[config.mk]
export PLATFORM = sky130hd
export DESIGN_NAME = sw_debounce
export DESIGN_NICKNAME = d
export VERILOG_FILES = /design/src/rtl/led_pkg.sv /design/src/rtl/sw_debounce_ch.sv /design/src/rtl/sw_debounce.sv
export SDC_FILE = /design/constraint.sdc
export NUM_CORES = 1
export LEC_CHECK = 0
export BUFFER_PORTS_ARGS = -buffer_cell sky130_fd_sc_hd__buf_4
export CORE_ASPECT_RATIO = 1.25
export CORE_MARGIN = 5
export CORE_UTILIZATION = 28
export DETAILED_ROUTE_END_ITERATION = 8
export HOLD_SLACK_MARGIN = 0.1
export PLACE_DENSITY = 0.45
export SLEW_MARGIN = 5
export SYNTH_ARGS = -nofsm -noshare
export SYNTH_HDL_FRONTEND = slang
export SYNTH_HIERARCHICAL = 1
export SYNTH_SLANG_ARGS = --single-unit
[constraint.sdc]
create_clock -name clk -period 3.95 [get_ports clk]
set_input_delay 0.1975 -clock clk [delete_from_list [all_inputs] [get_ports clk]]
set_output_delay 0.1975 -clock clk [all_outputs]
set_load 0.02 [all_outputs]
[src/rtl/led_pkg.sv]
// Shared definitions for the LED/switch front end: debounce FSM encoding and window lengths.
package led_pkg;

    // Per-channel debounce state
    typedef enum logic {
        ST_STABLE  = 1'b0,
        ST_PENDING = 1'b1
    } db_state_e;

    // 10 ms at 125 MHz
    localparam int unsigned DEBOUNCE_125M_10MS = 1250000;
    // Short window so simulations finish quickly
    localparam int unsigned DEBOUNCE_SIM       = 4;

endpackage

[src/rtl/sw_debounce_ch.sv]
// One switch channel: 2-FF synchroniser, stability FSM with counter, registered level and strobes.
module sw_debounce_ch
    import led_pkg::*;
#(
    parameter int unsigned DEBOUNCE_CYC = DEBOUNCE_125M_10MS
) (
    input  logic clk,
    input  logic rst,
    input  logic sw_in,
    output logic sw_db,
    output logic sw_rise,
    output logic sw_fall,
    output logic pending_nxt
);

    localparam int unsigned CNT_W = $clog2(DEBOUNCE_CYC);
    // Count value on the edge that accepts the new level
    localparam logic [CNT_W-1:0] CNT_LAST = CNT_W'(DEBOUNCE_CYC - 1);

    logic             s1;
    logic             s2;
    db_state_e        state_q, state_d;
    logic [CNT_W-1:0] cnt_q, cnt_d;
    logic             db_q, db_d;
    logic             rise_q, rise_d;
    logic             fall_q, fall_d;

    // Bring the asynchronous pin into clk; only s2 is used past this point
    always_ff @(posedge clk or negedge rst) begin
        if (!rst) begin
            s1 <= 1'b0;
            s2 <= 1'b0;
        end else begin
            s1 <= sw_in;
            s2 <= s1;
        end
    end

    // FSM state, stability counter, accepted level and edge strobes
    always_ff @(posedge clk or negedge rst) begin
        if (!rst) begin
            state_q <= ST_STABLE;
            cnt_q   <= '0;
            db_q    <= 1'b0;
            rise_q  <= 1'b0;
            fall_q  <= 1'b0;
        end else begin
            state_q <= state_d;
            cnt_q   <= cnt_d;
            db_q    <= db_d;
            rise_q  <= rise_d;
            fall_q  <= fall_d;
        end
    end

    // Next state: count consecutive cycles where s2 disagrees with the accepted level
    always_comb begin
        state_d = state_q;
        cnt_d   = cnt_q;
        db_d    = db_q;
        rise_d  = 1'b0;
        fall_d  = 1'b0;
        unique case (state_q)
            ST_STABLE: begin
                if (s2 != db_q) begin
                    state_d = ST_PENDING;
                    cnt_d   = CNT_W'(1);
                end else begin
                    cnt_d   = '0;
                end
            end
            ST_PENDING: begin
                if (s2 == db_q) begin
                    // Glitch: drop the partial window silently
                    state_d = ST_STABLE;
                    cnt_d   = '0;
                end else if (cnt_q == CNT_LAST) begin
                    state_d = ST_STABLE;
                    cnt_d   = '0;
                    db_d    = s2;
                    rise_d  = s2;
                    fall_d  = ~s2;
                end else begin
                    cnt_d   = cnt_q + CNT_W'(1);
                end
            end
            default: begin
                state_d = ST_STABLE;
                cnt_d   = '0;
            end
        endcase
    end

    // Outputs come straight from registers; pending_nxt lets the top register busy in step
    always_comb begin
        sw_db       = db_q;
        sw_rise     = rise_q;
        sw_fall     = fall_q;
        pending_nxt = (state_d == ST_PENDING);
    end

endmodule

[src/rtl/sw_debounce.sv]
// Slide-switch conditioning: N_CH independent debounce channels plus an aggregate busy flag.
module sw_debounce
    import led_pkg::*;
#(
    parameter int unsigned N_CH         = 4,
    parameter int unsigned DEBOUNCE_CYC = DEBOUNCE_125M_10MS
) (
    input  logic            clk,
    input  logic            rst,
    input  logic [N_CH-1:0] sw_in,
    output logic [N_CH-1:0] sw_db,
    output logic [N_CH-1:0] sw_rise,
    output logic [N_CH-1:0] sw_fall,
    output logic            busy
);

    logic [N_CH-1:0] pending_nxt;
    logic            busy_q;

    for (genvar i = 0; i < N_CH; i++) begin : g_ch
        sw_debounce_ch #(
            .DEBOUNCE_CYC(DEBOUNCE_CYC)
        ) u_ch (
            .clk        (clk),
            .rst        (rst),
            .sw_in      (sw_in[i]),
            .sw_db      (sw_db[i]),
            .sw_rise    (sw_rise[i]),
            .sw_fall    (sw_fall[i]),
            .pending_nxt(pending_nxt[i])
        );
    end

    // Registered OR of pending channels, aligned with the channel state registers
    always_ff @(posedge clk or negedge rst) begin
        if (!rst) begin
            busy_q <= 1'b0;
        end else begin
            busy_q <= |pending_nxt;
        end
    end

    assign busy = busy_q;

endmodule

==> summary.md, run 1 <==
| Metric | Value |
|---|---|
| Mapped Area | `5150 um2` |
| Fmax | `470 MHz` |
| Worst path top cell family by delay | `simple AND/OR/NAND/NOR gates` |
| Worst slew margin | `52.7%` |
| R2r worst-path depth | `5` |
| Detailed Place HPWL | `7210 um` |
| Drt pass-1 iters | `5` |
| Clock slew at reported path FFs | `0.07 ns` |
| Crit path to | `busy$_DFF_PN0_` |
| Setup TNS | `0 ns` |
| Die Ht | `162 um` |
| Worst Setup SP | `g_ch[0].u_ch/cnt_q[11]$_DFF_PN0_` |
| CTS Buf Count | `9` |
| Post-DR vias/cell | `4.92` |
| Main synth FF type | `dfrtp_1` |
| Resize count post-CTS | `0` |
| CTS Sinks | `109` |
| Max FO, Critical Path | `7` |
| Final slew viol count | `0` |
| GP Congestion | `0.787` |
| Detailed Route WL | `10500 um` |
| Num rows | `55` |
| Synth Area per Inst | `10.3 um2` |
| Routed Antenna Nets | `0` |
| Core box area | `18100 um2` |
| Total track usage | `10.3%` |
| Syn Nets | `508` |
| Share of cells above drive strength 1 | `10.2%` |
| Fin cells | `759` |
| Hold Path Class | `reg -> reg` |
| First-pass GRT wire length | `18400 um` |
| Arr. time, crit path | `2.34 ns` |
| Crit path depth | `5` |
| RSZ-0062 raised after global routing | `no` |
| Layout Nets | `536` |
| Clk buf depth | `2` |
| Max Cap Violations | `0` |
| R2R setup slack | `1.82 ns` |
| Final worst-path cycle share | `53.8%` |
| Kind of critical path | `reg -> reg` |
| Synth warn | `6` |
| Largest net degree at the start of global routing | `55` |
| Clk_skew | `0.00711 ns` |
| Critical Path RT | `4.16 ns` |
| DP Cell Count | `738` |
| Initial antenna violation count | `0` |
| Crit start category | `register` |
| Asr flop ratio synth | `100%` |
| Max incr delay on CP | `0.54 ns` |
| Via count | `3731` |
| Maximum VDD drop | `0.183 mV` |
| Yosys cell types | `30` |
| Die ar. | `21200 um2` |
| Starting Density | `28.5%` |
| Syn-to-layout area delta | `14.9%` |
| Average wire per standard cell | `13.8 um` |
| Number of global-route vias before repair | `3757` |
| CTS tree | `built` |
| # IOs | `19` |
| DR iter-0 viols | `271` |
| Gate Count Post-Synth | `498` |
| Die Width | `131 um` |
| Reg-to-Reg Start | `g_ch[0].u_ch/cnt_q[11]$_DFF_PN0_` |
| Post-synth EDFFs | `0` |
| PD cells | `369 nW/um2` |
| Later-pin clock latency in the skew report | `0.35 ns` |
| Worst-path cell chain | `nor4bb_1 > nand4_1 > o21bai_1 > o21ai_0 > or4_1` |
| Leakage | `0.00228 uW` |
| #FFs+latches synth | `109` |
| Root Buffer | `clkbuf_16` |
| Diode count | `0` |
| Final min period | `2.13 ns` |
| Final hold vios | `0` |
| Reg-to-Reg End | `busy$_DFF_PN0_` |
| I/O Buffers | `18` |
| Crit end category | `register` |
| # DRC | `0` |
| Worst-margin pin slew | `0.709 ns` |
| Critical path buffers and inverters | `0` |
| Post-synthesis sequential area ratio | `52.9%` |
| Setup violators final | `0` |
| H-tree depth | `3` |
| Remaining Overflow, GRT | `0` |
| Slowest-stage cell, CP | `or4_1` |
| Status | `completed` |
| Hold path start | `g_ch[1].u_ch/s1$_DFF_PN0_` |
sequential cells by signal (all words and copies together) (netlist names):
signal	count
g_ch.u_ch/sw_db	4
g_ch.u_ch/sw_rise	4
g_ch.u_ch/state_q	4
g_ch.u_ch/s1	4
g_ch.u_ch/cnt_q	84
g_ch.u_ch/s2	4
busy	1
g_ch.u_ch/sw_fall	4
per-stage QoR:
step / instance area, um2 / power, uW / hold WS [ns] / utilization, % / setup slack (ns)
6_report: 5920 / 2190 / 0.352 / 32.7 / 1.82
5_1_grt: 5920 / 2280 / 0.359 / 32.7 / 1.69
4_1_cts: 5920 / 2230 / 0.353 / 32.7 / 1.85
3_5_place_dp: 5570 / 1280 / 0.308 / 30.8 / 1.87
3_3_place_gp: 5570 / 1280 / 0.306 / 30.8 / 1.91
2_1_floorplan: 5150 / 1230 / -0.0981 / - / 1.80
cell families (layout without fill, tap and decap cells):
family | count (synthesis) | after routing | share of synthesized area [%]
xor+xnor | 64 | 64 | 10.9
mux | 4 | 4 | 0.874
fa+ha+maj | 4 | 4 | 0.971
simple gates | 249 | 249 | 27.9
flops | 109 | 109 | 52.9
buf+inv | 24 | 57 | 1.85
compound gates | 44 | 44 | 4.57
synth_stat cells, types with 8 or more instances:
cell | number | share of area (%)
o21ai_0 | 20 | 1.9
nand4b_1 | 8 | 1.4
xnor2_1 | 44 | 7.5
or3_1 | 8 | 0.97
xor2_1 | 20 | 3.4
dfrtp_1 | 109 | 53
inv_1 | 12 | 0.87
nor3_1 | 16 | 1.6
clkbuf_1 | 8 | 0.58
nor4bb_1 | 8 | 1.6
nand2_1 | 20 | 1.5
nor2_1 | 68 | 5.0
nor4_1 | 24 | 2.9
and2_1 | 8 | 0.97
a21oi_1 | 16 | 1.6
nand4_1 | 20 | 2.4
and4_1 | 8 | 1.4
nand3_1 | 32 | 3.1
and3_1 | 8 | 0.97
worst reg2reg max path: stages, from the launching register on:
cell,delay (ns)
dfrtp_1,0.46
nor4bb_1,0.34
nand4_1,0.22
o21bai_1,0.25
o21ai_0,0.19
or4_1,0.54
report_power, final:
part	internal [uW]	switching, uW
clock	527	396
combinational	32.3	70.9
sequential	1140	21.6
total	1700	488
timing repair:
action | 4_1_cts | 5_1_grt
setup endpoints to repair | 0 | 0
hold buffers | 5 | 0
setup buffers | 0 | 0
endpoints found under the hold margin | 56 | 0
layer usage:
metal / wire (um) / share of wire [%] / vias up / GRT usage, %
li1: - / - / 1837 / -
met1: 4970 / 48 / 1834 / 13.5
met2: 4960 / 47 / 45 / 16.4
met3: 316 / 3.0 / 15 / 2.79
met4: 200 / 1.9 / 0 / 4.16
met5: 0 / 0 / - / 0
worst min-delay path by stage:
stage | to | slack (ns) | depth (start not counted)
detailed placement | g_ch[3].u_ch/cnt_q[15]$_DFF_PN0_ | 0.31 | 1
floorplan | busy$_DFF_PN0_ | -0.1 | 0
global route | g_ch[2].u_ch/s2$_DFF_PN0_ | 0.36 | 0
CTS | g_ch[1].u_ch/s2$_DFF_PN0_ | 0.35 | 0
global placement | g_ch[3].u_ch/cnt_q[15]$_DFF_PN0_ | 0.31 | 1
finish | g_ch[1].u_ch/s2$_DFF_PN0_ | 0.35 | 0
layout make-up:
cell class / instances / area (um2)
clock buffer: 13 / 260
sequential: 109 / 2730
multi-input combinational: 365 / 2330
clock inverter: 3 / 43.8
timing repair buffer: 29 / 230
fill: 1827 / 12200
tap: 228 / 285
inverter: 12 / 45.0
placed cells by master (no fill, tap or decap), types with 2 or more instances in the layout:
cell | synthesis | layout
dfrtp_1 | 109 | 109
nor2_1 | 68 | 68
xnor2_1 | 44 | 44
nand3_1 | 32 | 32
nor4_1 | 24 | 24
buf_4 | 0 | 24
nand4_1 | 20 | 20
o21ai_0 | 20 | 20
nand2_1 | 20 | 20
xor2_1 | 20 | 20
nor3_1 | 16 | 16
a21oi_1 | 16 | 16
inv_1 | 12 | 12
clkbuf_16 | 0 | 9
and3_1 | 8 | 8
and4_1 | 8 | 8
and2_1 | 8 | 8
nand4b_1 | 8 | 8
nor4bb_1 | 8 | 8
or3_1 | 8 | 8
dlygate4sd3_1 | 0 | 5
nand4_4 | 4 | 4
or3_2 | 4 | 4
nor3b_1 | 4 | 4
nand2b_1 | 4 | 4
o21bai_1 | 4 | 4
or4_4 | 4 | 4
o22ai_1 | 4 | 4
mux2_2 | 4 | 4
ha_1 | 4 | 4
clkbuf_1 | 8 | 2
clkbuf_8 | 0 | 2
Note: power is estimated with default switching activity, not from simulation.
==> run 2: changes to the inputs <==
--- a/config.mk
+++ b/config.mk
@@ -11,7 +11,7 @@
 export CORE_UTILIZATION = 28
 export DETAILED_ROUTE_END_ITERATION = 8
 export HOLD_SLACK_MARGIN = 0.1
-export PLACE_DENSITY = 0.45
+export PLACE_DENSITY = 0.47
 export SLEW_MARGIN = 5
 export SYNTH_ARGS = -nofsm -noshare
 export SYNTH_HDL_FRONTEND = slang
==> constraint.sdc (replaced) <==
create_clock -name clk -period 1.8 [get_ports clk]
set_input_delay 0.09 -clock clk [delete_from_list [all_inputs] [get_ports clk]]
set_output_delay 0.09 -clock clk [all_outputs]
set_load 0.02 [all_outputs]
==> run 2 against run 1 <==
  * The run now ends with negative setup slack left
  * Clock power grew 120%
  * Via count grew 8.6%
  * Global-route usage grew 0.83 points
  * Clock-buffer cell count shrank 4
  * Die area is the same
  * Critical path type unchanged
  * Clock skew grew 0.0021 ns
==> summary.md, run 2 (same netlist as run 1, synthesis figures left out) <==
| Metric | Value |
|---|---|
| Status | `complete, but fails checks` |
| Failing checks | `negative setup slack` |
| Worst slew margin | `63.8% (+11 points)` |
| Layout Nets | `633 (+18%)` |
| Remaining Overflow, GRT | `0 (unchanged)` |
| Pint | `3610 uW (+110%)` |
| Post-DR vias/cell | `4.73 (-3.7%)` |
| Final min period | `1.85 ns (-0.272 ns)` |
| Starting Density | `28.5% (unchanged)` |
| RSZ-0062 raised after global routing | `yes` |
| Largest net degree at the start of global routing | `40 (-27%)` |
| Setup violators final | `2 (+2)` |
| Die Width | `131 um (unchanged)` |
| Drt pass-1 iters | `4 (-1)` |
| Arr. time, crit path | `2.08 ns (-0.26 ns)` |
| DP Area | `6340 um2 (+14%)` |
| Most common cell after layout, fill and taps aside | `buf_4` |
| Diode count | `0 (unchanged)` |
| Worst-margin pin slew | `0.543 ns (-0.166 ns)` |
| GP Congestion | `0.823 (+4.7%)` |
| Total track usage | `11.2% (+0.83 points)` |
| CTS Sinks | `109 (unchanged)` |
| Share of cells above drive strength 1 | `30.1% (+20 points)` |
| Average wire per standard cell | `13.5 um (-2.1%)` |
| Detailed Route WL | `11500 um (+10%)` |
| Later-pin clock latency in the skew report | `0.36 ns (about the same)` |
| Crit start category | `register` |
| # IOs | `19 (unchanged)` |
| Final worst-path cycle share | `103% (+49 points)` |
| Clk buf depth | `2 (unchanged)` |
| Critical Path RT | `2.03 ns (-2.13 ns)` |
| Seq pwr share | `52.4% (-0.6 points)` |
| Kind of critical path | `reg -> reg` |
| Max Cap Violations | `0 (unchanged)` |
| Initial antenna violation count | `0 (unchanged)` |
| R2r worst-path depth | `6 (+1)` |
| Switching share of power | `25.4% (+3.0 points)` |
| Core box area | `18100 um2 (unchanged)` |
| # DRC | `0 (unchanged)` |
| Hold Path Class | `in -> async` |
| Die Ht | `162 um (unchanged)` |
| Final hold vios | `0 (unchanged)` |
| Clk_skew | `0.00923 ns (+0.00212 ns)` |
| Max FO, Critical Path | `2 (-5)` |
| Most frequent cells in the layout | `113 x buf_4, 109 x dfrtp_1, 68 x nor2_1` |
| Via count | `4052 (+8.6%)` |
| Comb power frac | `6.6% (+1.9 points)` |
| Syn-to-layout area delta | `34.4%` |
| Num rows | `55 (unchanged)` |
| Clock slew at reported path FFs | `0.08 ns (about the same)` |
| DR iter-0 viols | `182 (-33%)` |
| Max FFs per register | `84 (unchanged)` |
| I/O Buffers | `18 (unchanged)` |
| H-tree depth | `3 (unchanged)` |
| Leakage | `0.00284 uW (+25%)` |
| Root Buffer | `clkbuf_16` |
| Reg with most FFs | `g_ch.u_ch/cnt_q` |
| Final slew viol count | `0 (unchanged)` |
| Detailed Place HPWL | `8240 um (+14%)` |
| DP Worst Slack | `-0.220 ns (-2.09 ns)` |
| Crit end category | `register` |
| PD cells | `699 nW/um2 (+89%)` |
| Number of global-route vias before repair | `4162 (+11%)` |
| Fmax | `539 MHz (+15%)` |
| Maximum VDD drop | `0.465 mV (+150%)` |
| Final instance area | `6930 um2 (+17%)` |
| Clk pwr share | `41.1% (-1.1 points)` |
| FILL cells | `1762 (-3.6%)` |
| Net Sw Power | `1230 uW (+150%)` |
| Routed Antenna Nets | `0 (unchanged)` |
| Setup ws final | `-0.0549 ns (-1.88 ns)` |
| CTS tree | `built` |
| CTS Buf Count | `9 (unchanged)` |
| First-pass GRT wire length | `19700 um (+7.0%)` |
| Die ar. | `21200 um2 (unchanged)` |
## run 2: final cells by class
| type | count | area (um2) | area share (%) |
|---|---|---|---|
| multi-input combinational | 365 | 2560 | 36.9 |
| tap | 228 | 285 | 4.12 |
| timing repair buffer | 126 | 1010 | 14.5 |
| sequential | 109 | 2730 | 39.4 |
| inverter | 12 | 45.0 | 0.650 |
| clock inverter | 7 | 78.8 | 1.14 |
| clock buffer | 9 | 225 | 3.25 |
## run 2: through the flow
step / setup TNS (ns) / hold WS, ns / util [%] / instances / total power (uW)
after floorplan: -0.174 / -0.206 / - / 498 / 2710
after global placement: -0.398 / 0.116 / 35.1 / 832 / 2880
after detailed placement: -0.502 / 0.121 / 35.1 / 832 / 2890
after CTS: -0.124 / 0.280 / 37.4 / 854 / 4940
after global routing: -0.536 / 0.325 / 38.3 / 856 / 5050
final: -0.0682 / 0.261 / 38.3 / 856 / 4840
## run 2: timing repair
action                     in CTS  in global routing
setup endpoints to repair       9                 42
setup buffers                   1                  4
pin swaps                       6                 16
cloned                          0                  0
hold buffers                    5                  0
hold endpoints to repair       39                  0
gates resized for setup        13                 30
## run 2: path summary, 6_finish.rpt
check	startpoint	end	slack [ns]
setup / recovery	g_ch[2].u_ch/cnt_q[10]$_DFF_PN0_	busy$_DFF_PN0_	-0.05
hold / removal	rst	g_ch[3].u_ch/cnt_q[6]$_DFF_PN0_	0.26
setup reg to reg	g_ch[2].u_ch/cnt_q[10]$_DFF_PN0_	busy$_DFF_PN0_	-0.05
hold reg to reg	g_ch[2].u_ch/s1$_DFF_PN0_	g_ch[2].u_ch/s2$_DFF_PN0_	0.35
max in group asynchronous	rst	g_ch[3].u_ch/cnt_q[12]$_DFF_PN0_	0.89
min in group clk	g_ch[2].u_ch/s1$_DFF_PN0_	g_ch[2].u_ch/s2$_DFF_PN0_	0.35
## run 2: power groups by stage
| stage | Clock [uW] | Sequential (uW) | Combinational, uW |
|---|---|---|---|
| after floorplan | 0 | 2580 | 122 |
| after global placement | 0 | 2580 | 303 |
| after detailed placement | 0 | 2580 | 305 |
| after CTS | 2080 | 2530 | 320 |
| after global routing | 2150 | 2540 | 363 |
| final | 1990 | 2530 | 317 |
## run 2: routing by layer
metal  global-route usage [%]  share of wire (%)  up-vias
met2                     18.6                 48       42
li1                         -                  -     2032
met1                     14.1                 47     1962
met5                        0                  0        -
met4                     5.47                2.4        0
met3                     1.83                2.4       16
## run 2: worst max-delay path, cell delays in order, from the launching register on
cell,delay [ns]
dfrtp_1,0.40
nor4bb_2,0.29
buf_4,0.15
nand4_1,0.16
o21bai_2,0.21
o21ai_2,0.12
or4_1,0.40
==> run 3: changes to the inputs <==
--- a/config.mk
+++ b/config.mk
@@ -5,13 +5,13 @@
 export SDC_FILE = /design/constraint.sdc
 export NUM_CORES = 1
 export LEC_CHECK = 0
-export BUFFER_PORTS_ARGS = -buffer_cell sky130_fd_sc_hd__buf_4
 export CORE_ASPECT_RATIO = 1.25
 export CORE_MARGIN = 5
 export CORE_UTILIZATION = 28
 export DETAILED_ROUTE_END_ITERATION = 8
+export DONT_BUFFER_PORTS = 1
 export HOLD_SLACK_MARGIN = 0.1
-export PLACE_DENSITY = 0.47
+export PLACE_DENSITY = 0.46
 export SLEW_MARGIN = 5
 export SYNTH_ARGS = -nofsm -noshare
 export SYNTH_HDL_FRONTEND = slang
==> run 3 against run 2 <==
  * The run ends with negative hold slack, negative setup slack left
  * Final area decreased by 0.78%
  * Largest cell class unchanged
  * Sequential share of layout area rose by 0.31 points
  * Core utilization fell by 0.30 points
  * Routed wire length barely moved
  * Clock power about the same
  * Non-clock buffer count fell by 7
  * Sequential power barely moved
  * Register-to-register slack got worse by 0.02 ns
  * Via count down 0.57%
  * Fmax shrank 0.86%
  * Critical endpoint unchanged
==> summary.md, run 3 (same netlist as run 1, synthesis figures left out) <==
| Metric | Value |
|---|---|
| Status | `complete, but fails checks` |
| Failing checks | `negative hold slack, negative setup slack` |
| Final slew viol count | `0 (unchanged)` |
| DR iter-0 viols | `240 (+32%)` |
| Diode count | `0 (unchanged)` |
| Drt pass-1 iters | `4 (unchanged)` |
| Fmax | `535 MHz (-0.86%)` |
| Detailed Route WL | `11500 um (about the same)` |
| Later-pin clock latency in the skew report | `0.34 ns (-0.02 ns)` |
| Num rows | `55 (unchanged)` |
| Share of cells above drive strength 1 | `29.3% (-0.79 points)` |
| Setup ws final | `-0.0709 ns (-0.0160 ns)` |
| # DRC | `0 (unchanged)` |
| PD cells | `698 nW/um2 (about the same)` |
| I/O Buffers | `0 (-18)` |
| Clk_skew | `0.00339 ns (-0.00584 ns)` |
| Most frequent cells in the layout | `109 x dfrtp_1, 109 x buf_4, 68 x nor2_1` |
| Detailed Place HPWL | `7830 um (-5.0%)` |
| Die Width | `131 um (unchanged)` |
| Root Buffer | `clkbuf_16` |
| Leakage | `0.00282 uW (-0.67%)` |
| Clk buf depth | `2 (unchanged)` |
| Die Ht | `162 um (unchanged)` |
| Hold Path Class | `in -> async` |
| Critical path buffers and inverters | `0 (-1)` |
| Critical Path RT | `2.02 ns (about the same)` |
| GP Congestion | `0.824 (about the same)` |
| Final worst-path cycle share | `104% (+0.89 points)` |
| Clock slew at reported path FFs | `0.07 ns (about the same)` |
| Average wire per standard cell | `13.6 um (+0.92%)` |
| Max FO, Critical Path | `2 (unchanged)` |
| Maximum VDD drop | `0.466 mV (+0.39%)` |
| Met1 Track Usage GR | `13.5% (-0.63 points)` |
| Met3 Usage GRT | `2.11% (+0.28 points)` |
| Number of global-route vias before repair | `4081 (-1.9%)` |
| Die ar. | `21200 um2 (unchanged)` |
| Layout Nets | `626 (-1.1%)` |
| H-tree depth | `3 (unchanged)` |
| Worst slew margin | `68.8% (+5.0 points)` |
| Starting Density | `28.5% (unchanged)` |
| Remaining Overflow, GRT | `0 (unchanged)` |
| Routed Antenna Nets | `0 (unchanged)` |
| Post-DR vias/cell | `4.75 (+0.25%)` |
| Crit end category | `register` |
| Total track usage | `11.0% (-0.21 points)` |
| Worst-path cell chain | `nor4bb_2 > nand4_1 > o21bai_2 > o21ai_2 > or4_1` |
| CTS tree | `built` |
| Hold_buf cts | `4 (-1)` |
| Final min period | `1.87 ns (+0.0160 ns)` |
| Worst hold slack | `-0.566 ns (-0.827 ns)` |
| Max Cap Violations | `0 (unchanged)` |
| Core Util, Final | `38.0% (-0.30 points)` |
| Crit start category | `register` |
| Grt met2 use | `18.9% (+0.28 points)` |
| Max incr delay on CP | `0.51 ns (+0.11 ns)` |
| # IOs | `19 (unchanged)` |
| First-pass GRT wire length | `19300 um (-2.2%)` |
| Setup violators final | `1 (-1)` |
| Via count | `4029 (-0.57%)` |
| Worst-margin pin slew | `0.464 ns (-0.0792 ns)` |
| Syn-to-layout area delta | `33.4%` |
| RSZ-0062 raised after global routing | `yes` |
| Kind of critical path | `reg -> reg` |
| Initial antenna violation count | `0 (unchanged)` |
| Arr. time, crit path | `2.09 ns (about the same)` |
| Core box area | `18100 um2 (unchanged)` |
| Tot Pwr | `4800 uW (-0.86%)` |
| CTS Buf Count | `9 (unchanged)` |
| Reg with most FFs | `g_ch.u_ch/cnt_q` |
| Max FFs per register | `84 (unchanged)` |
| Final hold vios | `109 (+109)` |
| CTS Sinks | `109 (unchanged)` |
| Worst path top cell family by delay | `simple AND/OR/NAND/NOR gates` |
| Gr busiest metal | `met2` |
| Slowest-stage cell, CP | `or4_1` |
| Largest net degree at the start of global routing | `110 (+180%)` |
[run 3: path summary, 6_finish.rpt]
check	slack, ns	depth (start not counted)	startpoint	end
max	-0.07	5	g_ch[1].u_ch/cnt_q[11]$_DFF_PN0_	busy$_DFF_PN0_
min	-0.57	0	rst	g_ch[3].u_ch/cnt_q[4]$_DFF_PN0_
min in group clk	0.30	1	sw_in[2]	g_ch[2].u_ch/s1$_DFF_PN0_
min reg2reg	0.36	0	g_ch[1].u_ch/s1$_DFF_PN0_	g_ch[1].u_ch/s2$_DFF_PN0_
max reg2reg	-0.07	5	g_ch[1].u_ch/cnt_q[11]$_DFF_PN0_	busy$_DFF_PN0_
max in group asynchronous	2.22	0	rst	g_ch[1].u_ch/cnt_q[4]$_DFF_PN0_
[run 3: repair_timing]
action,4_1_cts,5_1_grt
endpoints found under the hold margin,113,109
endpoints found under the setup margin,11,47
gates cloned,0,0
gates resized for setup,16,33
pin swaps,12,20
setup buffers,5,7
[run 3: worst register-to-register path, stage by stage, from the launching register on]
cell,delay (ns)
dfrtp_1,0.40
nor4bb_2,0.34
nand4_1,0.21
o21bai_2,0.22
o21ai_2,0.08
or4_1,0.51
[run 3: routing by layer]
layer | share of wire [%] | routed length, um
met1 | 47 | 5410
met2 | 49 | 5600
met3 | 2.8 | 318
met4 | 1.8 | 208
met5 | 0 | 0
[run 3: power by group]
part / leakage [uW] / total, uW / switching, uW / internal [uW]
clock network: 0.000143 / 1990 / 879 / 1110
registers: 0.00148 / 2540 / 46.2 / 2500
logic: 0.00119 / 263 / 138 / 125
[run 3: area by class of cell]
type	instances	area, um2
repair buffers	119	926
flip-flops and latches	109	2730
clock inverters	4	47.5
fillers	1770	11200
well taps	228	285
multi-input cells	365	2590
inverters	12	45.0
clock buffers	12	246
[run 3: per-stage QoR]
step                      instances  setup TNS (ns)  hold slack, ns  worst slack, ns  instance area, um2
final                           849         -0.0709          -0.566          -0.0709                6870
after global routing            849          -0.267          -0.587           -0.185                6870
after CTS                       842          -0.107          -0.577           -0.107                6660
after detailed placement        817          -0.588          -0.199           -0.185                6210
after global placement          817          -0.418          -0.200           -0.146                6210
after floorplan                 498          -0.174          -0.206           -0.167                5210
